`src/rtl/eq_sequencer.sv`:
```
// Front-end sequencer for the shared-multiplier datapath: round-robin arbitration of altitude and
// battery requests, a fixed operand hold window, result capture and tagged valid/ready return.
module eq_sequencer #(
  parameter int LATENCY = 4,
  parameter int CNT_W   = 8
) (
  input  logic             clk,
  input  logic             rst,
  input  logic             alt_valid,
  output logic             alt_ready,
  input  logic [7:0]       alt_x1,
  input  logic [7:0]       alt_x2,
  input  logic             bat_valid,
  output logic             bat_ready,
  input  logic [7:0]       bat_v,
  input  logic [7:0]       bat_t,
  input  logic [7:0]       bat_c,
  output logic [7:0]       dp_x1,
  output logic [7:0]       dp_x2,
  output logic [7:0]       dp_v,
  output logic [7:0]       dp_t,
  output logic [7:0]       dp_c,
  output logic             dp_sel_eq,
  input  logic [15:0]      dp_result_a,
  input  logic [15:0]      dp_result_b,
  output logic             res_valid,
  input  logic             res_ready,
  output logic [15:0]      res_data,
  output logic             res_is_bat,
  output logic [CNT_W-1:0] alt_done_cnt,
  output logic [CNT_W-1:0] bat_done_cnt
);

  localparam int WAIT_W = (LATENCY > 1) ? $clog2(LATENCY) : 1;

  localparam logic [1:0] IDLE  = 2'd0;
  localparam logic [1:0] ISSUE = 2'd1;
  localparam logic [1:0] HOLD  = 2'd2;

  logic [1:0]        state;
  logic [WAIT_W-1:0] wait_cnt;
  logic              tag;
  logic              prefer_bat;
  logic [7:0]        x1_q;
  logic [7:0]        x2_q;
  logic [7:0]        v_q;
  logic [7:0]        t_q;
  logic [7:0]        c_q;
  logic              grant_alt;
  logic              grant_bat;
  logic              accept_alt;
  logic              accept_bat;
  logic              in_issue;
  logic              res_fire;

  // A lone requester always wins; on contention the pointer picks the side not served last.
  always_comb begin
    grant_alt = alt_valid && (!bat_valid || !prefer_bat);
    grant_bat = bat_valid && (!alt_valid || prefer_bat);
  end

  assign alt_ready  = (state == IDLE) && grant_alt;
  assign bat_ready  = (state == IDLE) && grant_bat;
  assign accept_alt = alt_valid && alt_ready;
  assign accept_bat = bat_valid && bat_ready;
  assign in_issue   = (state == ISSUE);
  assign res_fire   = (state == HOLD) && res_valid && res_ready;

  assign dp_x1     = (in_issue && !tag) ? x1_q : 8'd0;
  assign dp_x2     = (in_issue && !tag) ? x2_q : 8'd0;
  assign dp_v      = (in_issue &&  tag) ? v_q  : 8'd0;
  assign dp_t      = (in_issue &&  tag) ? t_q  : 8'd0;
  assign dp_c      = (in_issue &&  tag) ? c_q  : 8'd0;
  assign dp_sel_eq = in_issue && tag;

  always_ff @(posedge clk or posedge rst) begin
    if (rst) begin
      state    <= IDLE;
      wait_cnt <= '0;
      tag      <= 1'b0;
    end else begin
      case (state)
        IDLE: begin
          if (accept_alt || accept_bat) begin
            tag      <= accept_bat;
            wait_cnt <= WAIT_W'(LATENCY - 1);
            state    <= ISSUE;
          end
        end
        ISSUE: begin
          if (wait_cnt == '0) begin
            state <= HOLD;
          end else begin
            wait_cnt <= wait_cnt - WAIT_W'(1);
          end
        end
        HOLD: begin
          if (res_ready) begin
            state <= IDLE;
          end
        end
        default: state <= IDLE;
      endcase
    end
  end

  // Operands are captured only at acceptance so requesters are free to move on afterwards.
  always_ff @(posedge clk or posedge rst) begin
    if (rst) begin
      x1_q <= 8'd0;
      x2_q <= 8'd0;
      v_q  <= 8'd0;
      t_q  <= 8'd0;
      c_q  <= 8'd0;
    end else if (accept_alt) begin
      x1_q <= alt_x1;
      x2_q <= alt_x2;
    end else if (accept_bat) begin
      v_q <= bat_v;
      t_q <= bat_t;
      c_q <= bat_c;
    end
  end

  always_ff @(posedge clk or posedge rst) begin
    if (rst) begin
      res_valid  <= 1'b0;
      res_data   <= 16'd0;
      res_is_bat <= 1'b0;
    end else if (in_issue && (wait_cnt == '0)) begin
      res_valid  <= 1'b1;
      res_data   <= tag ? dp_result_b : dp_result_a;
      res_is_bat <= tag;
    end else if (res_fire) begin
      res_valid <= 1'b0;
    end
  end

  // Completion counters and the round-robin pointer advance only on a delivered result.
  always_ff @(posedge clk or posedge rst) begin
    if (rst) begin
      alt_done_cnt <= '0;
      bat_done_cnt <= '0;
      prefer_bat   <= 1'b0;
    end else if (res_fire) begin
      prefer_bat <= !res_is_bat;
      if (res_is_bat) begin
        bat_done_cnt <= bat_done_cnt + CNT_W'(1);
      end else begin
        alt_done_cnt <= alt_done_cnt + CNT_W'(1);
      end
    end
  end

endmodule
```
`config.mk`:
```
export PLATFORM = sky130hd
export DESIGN_NAME = eq_sequencer
export DESIGN_NICKNAME = d
export VERILOG_FILES = /design/src/rtl/eq_sequencer.sv
export SDC_FILE = /design/constraint.sdc
export NUM_CORES = 1
export LEC_CHECK = 0
export ABC_AREA = 1
export CORE_ASPECT_RATIO = 1.4
export CORE_MARGIN = 5
export CORE_UTILIZATION = 40
export DETAILED_ROUTE_END_ITERATION = 12
export DONT_BUFFER_PORTS = 1
export GPL_ROUTABILITY_DRIVEN = 0
export PLACE_DENSITY = 0.63
export SYNTH_ARGS = -nofsm -noshare
export SYNTH_HDL_FRONTEND = slang
export SYNTH_SLANG_ARGS = --single-unit
```
`constraint.sdc`:
```
create_clock -name clk -period 3.4 [get_ports clk]
set_clock_uncertainty 0.2 [all_clocks]
set_input_delay 0.34 -clock clk [delete_from_list [all_inputs] [get_ports clk]]
set_output_delay 0.34 -clock clk [all_outputs]
set_load 0.05 [all_outputs]
```
Word level (Yosys, flattened, before mapping)
Cells that the tools add are included.
{"block": "totals", "ramBits": 0, "romBits": 0, "wordCells": 69, "out_inout_bits": 77, "inputBits": 77, "latch_bits": 0, "regBits": 80, "n_memories": 0}
{"block": "classes", "n_shift": 0, "mul": 0, "n_addsub": 3, "bitwise": 2, "muxes": 15, "reduce_logical": 29, "eq_ne": 6, "order_cmp": 0, "n_div": 0}
{"operator": "8-bit two-way mux", "count": 5}
{"operator": "8-bit by 1-bit adder with 8-bit output, second input constant", "count": 2}
{"operator": "16-bit two-way mux", "count": 1}
{"operator": "1-bit logical AND", "count": 11}
{"operator": "2-bit two-way mux", "count": 5}
{"operator": "2-bit AND reduction", "count": 4}
{"operator": "2-bit case mux with 3 select lines", "count": 1}
{"operator": "3-bit AND reduction", "count": 2}
{"operator": "1-bit logical NOT", "count": 5}
{"operator": "2-bit logical NOT", "count": 2}
{"operator": "2-bit by 1-bit inequality test with 1-bit output, second input constant", "count": 2}
{"operator": "2-bit inequality test, second input constant", "count": 2}
{"operator": "2-bit case mux with 2 select lines", "count": 1}
{"operator": "2-bit nonzero test", "count": 2}
{"operator": "1-bit logical OR", "count": 3}
{"operator": "2-bit by 1-bit equality test with 1-bit output, second input constant", "count": 1}
{"operator": "2-bit equality test, second input constant", "count": 1}
{"operator": "1-bit two-way mux", "count": 2}
{"operator": "1-bit NOT", "count": 2}
{"operator": "2-bit by 1-bit subtractor with 2-bit output, second input constant", "count": 1}

Depth between registers and ports, before layout
Gate-level depths: netlist of run 1.
{"block": "depth", "ltp_word": 8, "depth_mapped": 8, "ltp_nobuf": 8}

Worst setup path after synthesis of run 1
Ideal clock, no wire load.
{"block": "synth_timing", "kind": "register to output", "from": "register state[1]", "to": "output port dp_c[0]", "arrival_time_ns": 2.325, "path_slack_ns": 0.535, "required_time_ns": 2.860, "stages_incl_launch_ff": 7, "n_path_buf": 1, "cell_sequence": "dfrtp_1 -> inv_1 -> nand2_1 -> nor2_1 -> inv_1 -> buf_2 -> nor2_1"}
{"block": "synth_via", "elab_chain_cells": 3}
{"element": "start, declared", "line_no": "40", "source": "logic [1:0] state;"}
{"element": "start signal, assigned", "line_no": "78", "source": "state <= IDLE;"}
{"element": "start signal, assigned", "line_no": "87", "source": "state <= ISSUE;"}
{"element": "start signal, assigned", "line_no": "92", "source": "state <= HOLD;"}
{"element": "2-bit by 1-bit equality test with 1-bit output", "line_no": "66", "source": "assign in_issue = (state == ISSUE);"}
{"element": "1-bit logical AND"}
{"element": "net dp_sel_eq", "line_no": "23", "source": "output logic dp_sel_eq,"}
{"element": "8-bit two-way mux", "line_no": "73", "source": "assign dp_c = (in_issue && tag) ? c_q : 8'd0;"}
{"element": "end, declared", "line_no": "22", "source": "output logic [7:0] dp_c,"}
The timed path passes the listed nets, and every way through them passes these cells.

Worst setup path after layout of run 1
{"block": "layout_timing", "from": "register tag", "to": "output port dp_c[5]"}
{"block": "layout_via", "elab_chain_cells": 2}
{"element": "start, declared", "line_no": "42", "source": "logic tag;"}
{"element": "start signal, assigned", "line_no": "85", "source": "tag <= accept_bat;"}
{"element": "1-bit logical AND", "line_no": "73"}
{"element": "8-bit two-way mux", "line_no": "73"}
Every way passes these cells.

==> impl_metrics.csv, run 1 <==
group,metric,value,unit
synthesis,syn_nets,547,
clock_tree,insertion_delay,0.33,ns
clock_tree,clockRootBuffer,"clkbuf_16",
grt,grt_max_degree,50,
outcome,status,"finished clean",
worst_setup_path,critPathMaxFanout,24,
die,floorplan.initialDensity,40.70,%
synthesis,synth_area,3850,sq um
die,dieArea,11710,sq um
route,vias,3275,
synthesis,ys_seq_area_share,52.00,%
timing,tightest_slew,0.9950,ns
route,dr.pass1.iters,4,
die,io_pins,154,
worst_setup_path,r2r-start,"state[1]",
worst_setup_path,startpoint,"tag",
worst_setup_path,crit_type,"reg -> out",
worst_setup_path,crit_arrival,2.33,ns
synthesis,synth_cell_types,25,
clock_tree,clk_pin_slew,0.05,ns
cells_and_area,drive_gt1_share,16.40,%
route,drt-wirelength-per-cell,14.50,um
timing,min_period,2.871,ns
die,fp.dieH,126.1,um
clock_tree,cts_tree,"done",
timing,rsz0062_at_grt,"no",
power,powerDensity,1093,nW/um^2
grt,antenna_found_initial,0,
grt,grt_pass1_vias,3341,
clock_tree,numClockSinks,80,
grt,grt_pass1_wl,15610,um
run,maxCapViolCount,0,
synthesis,synthCells,467,
cells_and_area,num-fill-cells,826,
route,drc_errors,0,
cells_and_area,fin_nets,631,
place,dp_hpwl,6726,um
place,pre_cts_slack,0.9052,ns
cells_and_area,n_antenna_cell,0,
clock_tree,cts_max_level,3,
synthesis,postSynthAreaPerCell,8.244,sq um
route,drtIter0Drc,140,
clock_tree,cts_setup_buffers,0,
worst_setup_path,cp-start-kind,"flip-flop",
timing,min_period_over_period,84.44,%
cells_and_area,final_cell_count_no_fill,665,
route,drt-total-wl,9644,um
place,place_inst,602,
timing,setup_viol,0,
timing,worst_slack,0.5289,ns
min_path,min_path_type,"in -> reg",
route,drtAntennaViolNets,0,
timing,slew_headroom,33.57,%
timing,fmax,0.3483,GHz
power,irDropWorstVdd,0.0005111,V
worst_setup_path,required,2.86,ns
cells_and_area,design_area,4964,sq um
timing,holdWs,0.01779,ns
worst_setup_path,r2r-end,"v_q[5]",
die,fp-row-count,42,
worst_setup_path,reg2reg_depth,4,
clock_tree,cts.path.max_buffers,2,
worst_setup_path,endpoint,"dp_c[5]",
cells_and_area,area_growth,28.92,%
place,port_buffers,0,
synthesis,synth_seq_cells,80,
route,vias_per_cell,4.925,
place,postPlaceCellArea,4194,sq um
die,fp.coreArea,9459,sq um
power,cellLeakagePower,2.426,nW
clock_tree,numCtsBuffers,9,
grt,grt_usage,16.75,%
worst_setup_path,reg2reg_slack,1.29,ns
worst_setup_path,worstSetupEndpointType,"output port",
timing,maxSlewViolCount,0,
timing,setup_tns,0,ns
die,die_w,92.92,um
timing,finalHoldViolCount,0,
synthesis,yosysWarningCount,0,
grt,overflow,0,
[routing by layer]
layer  part of all wire (%)  vias to the layer above  routed length (um)  global-route usage (%)
met1                     37                     1541                3595                   18.33
met3                    6.1                       26                 584                   3.938
met5                      0                        -                   0                       0
met4                    3.0                        0                 292                   8.801
li1                       -                     1601                   -                       -
met2                     54                      107                5171                   29.61
[state kept, by name, indices dropped and copies added, names as in the netlist, 2 cells and up]
signal        flops
res_data         16
alt_done_cnt      8
x1_q              8
c_q               8
wait_cnt          2
state             2
x2_q              8
v_q               8
bat_done_cnt      8
t_q               8
[what timing repair did]
| action | CTS | global route |
|---|---|---|
| endpoints found under the hold margin | 71 | 0 |
| hold buffers | 48 | 0 |
| gates resized for setup | 0 | 0 |
[Yosys cell counts (all sizes together)]
cell type	instances	area, sq um
a21oi	1	5.000
buf	18	117.6
clkinv	2	17.52
dfrtp	80	2002
ha	3	37.54
inv	62	232.7
nand2	129	514.2
nand3	9	45.04
nand3b	4	30.03
nand4	1	6.260
nor2	87	344.1
o21ai	50	284.0
o31ai	16	170.2
xnor2	3	26.28
xor2	2	17.52
[critical path, stage by stage (launching register included)]
cell and delay (ns):
dfrtp_1 0.70, inv_2 0.30, nor2_1 0.21, inv_1 0.33, nor2_1 0.22, buf_4 0.23
[cell usage in the layout, fill, tap and decap left out, types with 3 or more instances in the layout]
master         count
o21ai_0           37
clkbuf_16          9
inv_2              4
nand2_1          123
dlygate4sd3_1     48
nand3b_1           4
o21ai_1            4
nand3_1            9
ha_1               3
nand2_2            3
o31ai_2           10
buf_4             43
nand2_4            3
xnor2_1            3
inv_1             57
o31ai_1            6
dfrtp_1           80
o21ai_2            9
nor2_1            84
[area by class of cell]
| type | count | area (sq um) | share of cell area (%) |
|---|---|---|---|
| Clock inverter | 3 | 42.54 | 0.8571 |
| Clock buffer | 12 | 246.5 | 4.966 |
| Tap cell | 110 | 137.6 | 2.773 |
| Inverter | 64 | 251.5 | 5.067 |
| Timing Repair Buffer | 91 | 803.3 | 16.18 |
| Multi-Input combinational cell | 305 | 1480 | 29.82 |
| Sequential cell | 80 | 2002 | 40.33 |
[worst min-delay path by stage]
| stage | end | cells after the start | from | slack, ns |
|---|---|---|---|---|
| 2_1_floorplan | wait_cnt[1] | 2 | wait_cnt[1] | 0.24 |
| 3_3_place_gp | alt_done_cnt[1] | 1 | rst | 0.04 |
| 3_5_place_dp | alt_done_cnt[0] | 1 | rst | 0.05 |
| 4_1_cts | res_data[11] | 2 | dp_result_b[11] | 0.005 |
| 5_1_grt | res_data[8] | 2 | dp_result_b[8] | 0.02 |
| 6_report | res_data[8] | 2 | dp_result_b[8] | 0.02 |
[where the power goes]
part,total [mW],switching [mW],internal (mW)
registers,2.08,0.733,1.35
logic,2.41,1.70,0.709
clock network,0.934,0.350,0.583
total,5.42,2.78,2.64
[kinds of logic (layout without fill, tap and decap cells)]
| group | count (synthesis) | after routing | synth area share, % |
|---|---|---|---|
| AO/OA/AOI/OAI | 67 | 67 | 11.93 |
| XOR/XNOR | 5 | 5 | 1.138 |
| adder cells (fa/ha/maj) | 3 | 3 | 0.9751 |
| buffers and inverters | 82 | 170 | 9.555 |
| flip-flops | 80 | 80 | 52.00 |
| AND/OR/NAND/NOR | 230 | 230 | 24.41 |
[through the flow]
step	util, %	power, mW
3_5_place_dp	44.34	4.476
3_3_place_gp	44.34	4.396
2_1_floorplan	-	3.908
4_1_cts	52.47	5.470
6_report	52.47	5.425
5_1_grt	52.47	5.746
Note: power is estimated with default switching activity, not from simulation.
==> run 2: changes to the inputs <==
- clock period: 3.4 -> 2.8 ns (I/O delays scaled with it)
==> impl_metrics.csv, run 2 (synthesized netlist as in run 1, its figures left out) <==
group,metric,value,unit
route,route.met2.wl,5197,um
worst_setup_path,cp-start-kind,"flip-flop",
route,drt-wirelength-per-cell,14.13,um
min_path,min_path_type,"in -> reg",
die,io_pins,154,
worst_setup_path,worstSetupEndpointType,"output port",
worst_setup_path,crit_type,"reg -> out",
route,vias,3331,
route,drtAntennaViolNets,0,
die,fp.dieH,126.1,um
route,drt-total-wl,9805,um
cells_and_area,fin_nets,661,
grt,grt_pass1_wl,16280,um
route,wl_met1,3814,um
route,vias_per_cell,4.800,
worst_setup_path,startpoint,"tag",
grt,grt_pass1_vias,3401,
timing,setup_viol,0,
grt,grt_usage,17.42,%
worst_setup_path,r2r-start,"state[1]",
clock_tree,cts.path.max_buffers,2,
cells_and_area,largest_register_ffs,16,
worst_setup_path,critPathMaxFanout,24,
clock_tree,numClockSinks,80,
place,dp_hpwl,6644,um
route,dr.pass1.iters,4,
die,fp.coreArea,9459,sq um
power,cellLeakagePower,2.584,nW
cells_and_area,final_cell_mix,"nand2_1 (123), nor2_1 (83), dfrtp_1 (80), dlygate4sd3_1 (74), inv_1 (57)",
clock_tree,numCtsBuffers,9,
clock_tree,clk_pin_slew,0.06,ns
timing,setup_tns,0,ns
timing,maxSlewViolCount,0,
cells_and_area,final_common_cell,"nand2_1",
cells_and_area,drive_gt1_share,16.44,%
route,maxUsedRoutingLayer,"met4",
die,floorplan.initialDensity,40.70,%
power,irDropWorstVdd,0.0006650,V
power,powerDensity,1327,nW/um^2
clock_tree,cts_max_level,3,
die,die_w,92.92,um
timing,rsz0062_at_grt,"no",
grt,grt_max_degree,37,
place,port_buffers,0,
route,drc_errors,0,
cells_and_area,regMostFlops,"res_data",
timing,finalHoldViolCount,0,
min_path,min_from,"res_ready",
cells_and_area,area_growth,37.44,%
place,postPlaceCellArea,4227,sq um
timing,min_period_over_period,87.97,%
outcome,status,"finished clean",
cells_and_area,n_antenna_cell,0,
die,fp-row-count,42,
run,maxCapViolCount,0,
die,dieArea,11710,sq um
worst_setup_path,crit_arrival,1.98,ns
clock_tree,cts_tree,"done",
timing,slew_headroom,51.54,%
worst_setup_path,required,2.32,ns
timing,worst_slack,0.3368,ns
cells_and_area,design_area,5291,sq um
route,wl_met3,548,um
grt,antenna_found_initial,0,
place,pre_cts_slack,0.6734,ns
timing,tightest_slew,0.7261,ns
clock_tree,insertion_delay,0.32,ns
grt,overflow,0,
route,drtIter0Drc,146,
timing,fmax,0.4060,GHz
timing,min_period,2.463,ns
cells_and_area,num-fill-cells,830,
clock_tree,clockRootBuffer,"clkbuf_16",
## run 2: layout make-up
class / count / area [sq um] / share of cell area [%]
Clock inverter: 4 / 95.09 / 1.797
Timing Repair Buffer: 121 / 1094 / 20.67
Inverter: 64 / 251.5 / 4.753
Clock buffer: 10 / 229.0 / 4.327
Sequential cell: 80 / 2002 / 37.83
Multi-Input combinational cell: 305 / 1483 / 28.02
Tap cell: 110 / 137.6 / 2.601
## run 2: through the flow
stage	util, %	hold slack [ns]	power [mW]	instances
2_1_floorplan	-	0.1883	4.750	467
3_3_place_gp	44.68	-0.03648	5.362	606
3_5_place_dp	44.68	-0.02848	5.460	606
4_1_cts	55.94	0.02478	7.076	694
5_1_grt	55.94	0.09552	7.459	694
6_report	55.94	0.03905	7.019	694
## run 2: critical path: stages, from the launching register on
cell	delay, ns
dfrtp_1	0.38
inv_2	0.28
nor2_2	0.09
inv_1	0.54
nor2_1	0.13
buf_4	0.23
## run 2: worst paths after layout
path                                to  slack (ns)  depth (start not counted)
max                            dp_v[7]        0.34                          5
min                          res_valid        0.04                          3
max reg2reg                res_data[8]        0.70                          4
min reg2reg                wait_cnt[1]        0.28                          2
max in group asynchronous       t_q[3]        1.46                          3
min in group asynchronous       v_q[4]        0.21                          2
## run 2: routing by layer
layer  vias to the layer above  track usage (%)
met5                         -                0
met4                         0            7.334
met3                        15            4.177
met2                       103            30.89
met1                      1556            19.75
li1                       1657                -
## run 2: what timing repair did
| item | 4_1_cts | 5_1_grt |
|---|---|---|
| hold buffers | 74 | 0 |
| hold endpoints to repair | 78 | 0 |
| resized for setup | 0 | 0 |
| setup buffers | 0 | 0 |
## run 2: report_power, final
group | switching [mW] | internal, mW
Sequential | 0.851 | 1.64
Combinational | 2.15 | 1.10
Clock | 0.420 | 0.859
==> run 3: changes to the inputs <==
- CTS_CLUSTER_SIZE: default -> 12
==> results of run 3 <==
No change in the layout: final DEF, timing and power equal those of run 2.
